`src/rtl/fp16_pkg.sv`:
```
// fp16_pkg: shared IEEE-754 half-precision constants and converter state encoding
//   EXP_BIAS, SIGN_W/EXP_W/MANT_W field widths, HALF_ZERO, i2f_state_t
package fp16_pkg;

    localparam int EXP_BIAS = 15;
    localparam int SIGN_W   = 1;
    localparam int EXP_W    = 5;
    localparam int MANT_W   = 10;

    localparam logic [SIGN_W+EXP_W+MANT_W-1:0] HALF_ZERO = 16'h0000;

    typedef enum logic [2:0] {
        IDLE,
        RD_HI,
        RD_LO,
        NORM,
        ROUND,
        WR_HI,
        WR_LO,
        DONE
    } i2f_state_t;

endpackage

```
`src/rtl/fp16_round_rne.sv`:
```
// fp16_round_rne: packs a left-normalized 16-bit magnitude into a half float (round-to-nearest-even)
//   mag    : magnitude shifted so mag[15] is the leading one (or all zero)
//   s      : number of left shifts applied during normalization
//   sign   : sign bit of the original integer
//   result : packed {sign, exp, mant}
import fp16_pkg::*;

module fp16_round_rne (
    input  logic [15:0] mag,
    input  logic [3:0]  s,
    input  logic        sign,
    output logic [15:0] result
);

    // Leading one at bit 15 with no shifts means value 2^15.
    localparam logic [EXP_W-1:0] EXP_TOP = EXP_W'(EXP_BIAS + 15);

    logic [MANT_W-1:0] mant;
    logic              guard;
    logic              sticky;
    logic              inc;
    logic [MANT_W:0]   sum;
    logic [EXP_W-1:0]  exp;

    always_comb begin
        mant   = mag[14:5];
        guard  = mag[4];
        sticky = |mag[3:0];
        inc    = guard & (sticky | mant[0]);
        // A carry out of the mantissa leaves sum[9:0] at zero and bumps the exponent.
        sum    = {1'b0, mant} + (MANT_W+1)'(inc);
        exp    = EXP_TOP - {1'b0, s} + {{(EXP_W-1){1'b0}}, sum[MANT_W]};
        result = (mag == '0) ? HALF_ZERO : {sign, exp, sum[MANT_W-1:0]};
    end

endmodule

```
`src/rtl/i2f_convert.sv`:
```
// i2f_convert: reads a 16-bit integer from data memory, converts it to half float, writes it back
//   clk, reset (async, active-high), start (level request)
//   mem_addr / mem_rd_data / mem_wr_en / mem_wr_data : data-memory port
//   done : result written and valid in memory, held until start drops
import fp16_pkg::*;

module i2f_convert #(
    parameter int                ADDR_W   = 8,
    parameter logic [ADDR_W-1:0] SRC_ADDR = 8'd128,
    parameter logic [ADDR_W-1:0] DST_ADDR = 8'd130
) (
    input  logic              clk,
    input  logic              reset,
    input  logic              start,
    output logic [ADDR_W-1:0] mem_addr,
    input  logic [7:0]        mem_rd_data,
    output logic              mem_wr_en,
    output logic [7:0]        mem_wr_data,
    output logic              done
);

    i2f_state_t  state, state_nxt;
    logic [7:0]  int_hi;
    logic [15:0] mag;
    logic        sign;
    logic [3:0]  s;
    logic [15:0] result;
    logic [15:0] rnd_result;
    logic        norm_done;

    assign norm_done = (mag == '0) | mag[15];

    fp16_round_rne u_round (
        .mag    (mag),
        .s      (s),
        .sign   (sign),
        .result (rnd_result)
    );

    always_ff @(posedge clk or posedge reset) begin
        if (reset) state <= IDLE;
        else       state <= state_nxt;
    end

    always_comb begin
        state_nxt = state;
        case (state)
            IDLE:    state_nxt = start ? RD_HI : IDLE;
            RD_HI:   state_nxt = RD_LO;
            RD_LO:   state_nxt = NORM;
            NORM:    state_nxt = norm_done ? ROUND : NORM;
            ROUND:   state_nxt = WR_HI;
            WR_HI:   state_nxt = WR_LO;
            WR_LO:   state_nxt = DONE;
            DONE:    state_nxt = start ? DONE : IDLE;
            default: state_nxt = IDLE;
        endcase
    end

    always_comb begin
        mem_addr    = (state == RD_HI) ? SRC_ADDR :
                      (state == RD_LO) ? SRC_ADDR + ADDR_W'(1) :
                      (state == WR_HI) ? DST_ADDR :
                      (state == WR_LO) ? DST_ADDR + ADDR_W'(1) : '0;
        mem_wr_en   = (state == WR_HI) | (state == WR_LO);
        mem_wr_data = (state == WR_HI) ? result[15:8] :
                      (state == WR_LO) ? result[7:0] : '0;
        done        = (state == DONE);
    end

    always_ff @(posedge clk or posedge reset) begin
        if (reset) begin
            int_hi <= '0;
            mag    <= '0;
            sign   <= 1'b0;
            s      <= '0;
            result <= '0;
        end else begin
            case (state)
                RD_HI: int_hi <= mem_rd_data;
                RD_LO: begin
                    // Negating 0x8000 wraps back to 0x8000, which is the correct magnitude.
                    sign <= int_hi[7];
                    mag  <= int_hi[7] ? -{int_hi, mem_rd_data} : {int_hi, mem_rd_data};
                    s    <= '0;
                end
                NORM: begin
                    if (!norm_done) begin
                        mag <= mag << 1;
                        s   <= s + 4'd1;
                    end
                end
                ROUND: result <= rnd_result;
                default: ;
            endcase
        end
    end

endmodule

```
`config.mk`:
```
export PLATFORM = sky130hd
export DESIGN_NAME = i2f_convert
export DESIGN_NICKNAME = d
export VERILOG_FILES = /design/src/rtl/fp16_pkg.sv /design/src/rtl/fp16_round_rne.sv /design/src/rtl/i2f_convert.sv
export SDC_FILE = /design/constraint.sdc
export NUM_CORES = 1
export LEC_CHECK = 0
export ABC_AREA = 1
export CAP_MARGIN = 10
export CELL_PAD_IN_SITES_DETAIL_PLACEMENT = 1
export CELL_PAD_IN_SITES_GLOBAL_PLACEMENT = 2
export CORE_MARGIN = 4
export CORE_UTILIZATION = 29
export CTS_CLUSTER_SIZE = 25
export DETAILED_ROUTE_END_ITERATION = 10
export PLACE_DENSITY = 0.74
export SYNTH_ARGS = -nofsm -noshare
export SYNTH_HDL_FRONTEND = slang
export SYNTH_HIERARCHICAL = 1
export SYNTH_SLANG_ARGS = --single-unit
```
`constraint.sdc`:
```
create_clock -name clk -period 2.25 [get_ports clk]
set_clock_uncertainty 0.15 [all_clocks]
set_input_delay 0.675 -clock clk [delete_from_list [all_inputs] [get_ports clk]]
set_output_delay 0.675 -clock clk [all_outputs]
set_load 0.05 [all_outputs]
```
==> flow_summary_export.csv <==
group,metric,value,unit
cts,clk_latency,0.31,ns
sta,finalHoldViolCount,0,
routing,dr_wl_met2,5.091,mm
cts,clockBufferDepth,2,
routing,first_pass_iters,4,
worst_setup_path,critPathRequiredTime,1.42,ns
cts,htreeDepth,2,
sta,setup_slack,-0.02511,ns
synthesis,yosysWarnings,6,
synthesis,synth-compound-area-share,9.441,%
cts,ctsHoldBuffers,0,
synthesis,synthMuxAreaShare,0,%
synthesis,ys_seq_area_share,37.77,%
worst_setup_path,critical_path_class,"flip-flop to primary output",
sta,worst_pin_slew,0.6091,ns
min_path,min-delay-start,"result[6]",
pwr,powerDensity,1333,nW/um^2
global_route,track_usage,15.93,%
placement,portBuffers,23,
synthesis,yosys.area_share.simple,38.16,%
global_route,grt_antenna_before_repair,0,
synthesis,syn_inst,470,
floorplanning,rows,37,
sta,tns,-0.04840,ns
synthesis,synth_top_flop_cell,"dfrtp_1",
routing,avgRoutedWirePerCell,14.53,um
cells_and_area,fin_cells,668,
global_route,grt_start_max_net_pins,33,
worst_setup_path,r2r_end,"result[11]",
cts,numCtsBuffers,5,
routing,routedLengthMet1,4.279,mm
cells_and_area,design_area,4217,um^2
run_status,outcome,"finished with violations",
min_path,hp-class,"flip-flop to flip-flop",
pwr,switchingPower,2787,uW
synthesis,async_flop_share,100.0,%
worst_setup_path,r2r_slack,0.13,ns
sta,fin_crit_sh,101.1,%
placement,place_area,3934,um^2
worst_setup_path,setup.worst_path.end_class,"primary output",
cells_and_area,diodes,0,
global_route,grt_pass1_vias,3374,
cts,cts.reportedPaths.clkPinSlew,0.10,ns
pwr,pwr-share-clk,10.1,%
worst_setup_path,arrival,1.45,ns
flow_run,maxCapViolations,0,
cts,tritoncts,"done",
worst_setup_path,start_kind,"flip-flop",
routing,drt-total-wl,9.707,mm
floorplanning,start_util,30.27,%
worst_setup_path,crit_fanout,6,
cts,clock-sinks,48,
synthesis,postSynthAreaPerCell,6.767,um^2
cts,cts_root_buffer,"clkbuf_8",
cells_and_area,utilization,40.12,%
global_route,grt_pass1_wl,16.70,mm
placement,dp_cells,647,
routing,top_layer,"met4",
placement,gp_congestion,0.8170,
cells_and_area,area_growth,32.57,%
routing,ant_nets,0,
min_path,whs_path_depth,2,
pwr,p_comb_share,60.7,%
synthesis,synth_top_family_by_area,"simple AND/OR/NAND/NOR gates",
pwr,seqPwrFrac,29.3,%
synthesis,ys_ff_latch,48,
routing,vias,3187,
placement,dpl.hpwl,7.449,mm
synthesis,synthAdderAreaFrac,1.967,%
sta,rsz0062_at_grt,"true",
worst_setup_path,timing.rr.start,"mag[5]",
synthesis,synth-edff-count,0,
worst_setup_path,reg2reg_depth,11,
sta,setup-violations-final,7,
floorplanning,dieWidth,112.7,um
run_status,failed_checks,"setup timing",
floorplanning,ios,29,
routing,vias_per_cell,4.771,
sta,drv_slew,0,
synthesis,ys_types,33,
global_route,overflow,0,
synthesis,syn_area,3181,um^2
routing,wl_met3,225,um
cells_and_area,drive_gt1_share,21.24,%
sta,finalCriticalPeriod,2.275,ns
pwr,swShare,49.61,%
pwr,p_int,2831,uW
floorplanning,core_area,10510,um^2
pwr,p_leak,0.002086,uW
synthesis,synth-xor-area-share,2.203,%
routing,drc,0,
floorplanning,fp.dieArea,12710,um^2
pwr,ir_drop,0.0005903,V
sta,slew_headroom,59.29,%
floorplanning,die_y,112.7,um
sta,max_freq,439.5,MHz
cells_and_area,nNetsFinal,547,
routing,dr.first_iter.drc_count,110,
min_path,min_to,"result[6]",
==> registers in the layout, indices dropped and copies added, names as in the netlist <==
register,count
sign,1
int_hi,8
mag,16
state,3
result,16
s,4
==> critical path, cell delays in order (launching register included) <==
cell     delay [ns]
dfrtp_2        0.45
inv_2          0.10
nor2_4         0.06
buf_6          0.13
or2_4          0.25
buf_12         0.15
==> how the worst max path moves through the flow <==
stage / depth (start not counted) / to / from / slack (ns)
floorplan: 4 / mem_wr_data[0] / state[1] / 0.01
global placement: 11 / mag[14] / mem_rd_data[0] / -0.07
global route: 6 / mem_wr_data[6] / state[1] / -0.10
CTS: 6 / mem_wr_data[6] / state[1] / -0.03
finish: 5 / mem_addr[7] / state[1] / -0.03
detailed placement: 11 / mag[14] / mem_rd_data[1] / -0.13
==> cell usage after synthesis (3+ instances only) <==
master | number | area share [%]
nor2_1 | 45 | 5.3
clkbuf_1 | 5 | 0.59
buf_2 | 4 | 0.63
o211ai_1 | 3 | 0.71
dfrtp_1 | 48 | 38
o21ai_0 | 36 | 5.7
or2_1 | 4 | 0.79
nand3_1 | 44 | 6.9
a21oi_1 | 13 | 2.0
nor2_2 | 3 | 0.59
nand2_1 | 164 | 19
ha_1 | 5 | 2.0
buf_6 | 3 | 1.1
buf_4 | 6 | 1.4
xor2_1 | 6 | 1.7
nand4_1 | 8 | 1.6
inv_1 | 51 | 6.0
==> per-layer routing <==
layer	vias to the layer above	global-route usage, %
met3	8	2.032
met4	0	3.446
met2	41	29.86
met1	1542	19.36
met5	-	0
li1	1596	-
==> cell type report <==
type,instances,area (um^2)
Fill cell,1314,6292
Multi-Input combinational cell,353,1812
Sequential cell,48,1205
Timing Repair Buffer,69,729.5
Inverter,54,207.7
Tap cell,136,170.2
Clock buffer,6,82.58
Clock inverter,2,10.01
==> kinds of logic (layout without fill, tap and decap cells) <==
| logic type | count (synthesis) | count (layout) |
|---|---|---|
| AOI/OAI and AO/OA | 57 | 57 |
| xor gates and xnor gates | 8 | 8 |
| adders and majority gates | 5 | 5 |
| buffers and inverters | 73 | 131 |
| DFF | 48 | 48 |
| other | 1 | 5 |
| and+or+nand+nor | 278 | 278 |
==> per-stage QoR <==
step                      hold WS (ns)  power, uW  setup slack [ns]
after floorplan                 0.2925       3750           0.01393
after global placement          0.3110       4727          -0.07087
after detailed placement        0.3178       4827           -0.1312
after CTS                       0.3439       5651          -0.02947
after global routing            0.3711       6194           -0.1011
final                           0.3354       5619          -0.02511
==> placed cells by master, fill, tap and decap left out, types with 2 or more instances in the layout <==
cell and instances:
clkinv_2 2, nor2_2 4, buf_12 14, a21boi_0 2, nand3_2 6, nor2_1 43, nand2_1 156, clkbuf_8 6
buf_6 3, xor2_1 6, inv_2 5, ha_2 3, conb_1 5, clkdlybuf4s50_1 10, inv_1 47, o21ai_4 5
nand3_1 38, nand2_2 9, o21ai_0 31, xnor2_1 2, dfrtp_1 45, nor2_4 3, o211ai_1 3, ha_1 2
or2_1 4, buf_4 42, o22ai_1 2, a21oi_1 13, dfrtp_2 3, nand4_1 8, nand2_8 2
==> power groups by stage <==
stage               clock network [uW]  logic [uW]  registers, uW
floorplan                            0        2190           1560
global placement                     0        3100           1620
detailed placement                   0        3190           1640
CTS                                594        3420           1640
global route                       628        3860           1700
finish                             566        3410           1640
==> timing repair <==
action	in CTS	in global routing
gates resized for setup	22	8
pin swaps	6	4
setup endpoints to repair	13	17
gates cloned	1	0
setup buffers	10	2
hold endpoints to repair	0	0
Note: power is estimated with default switching activity, not from simulation.
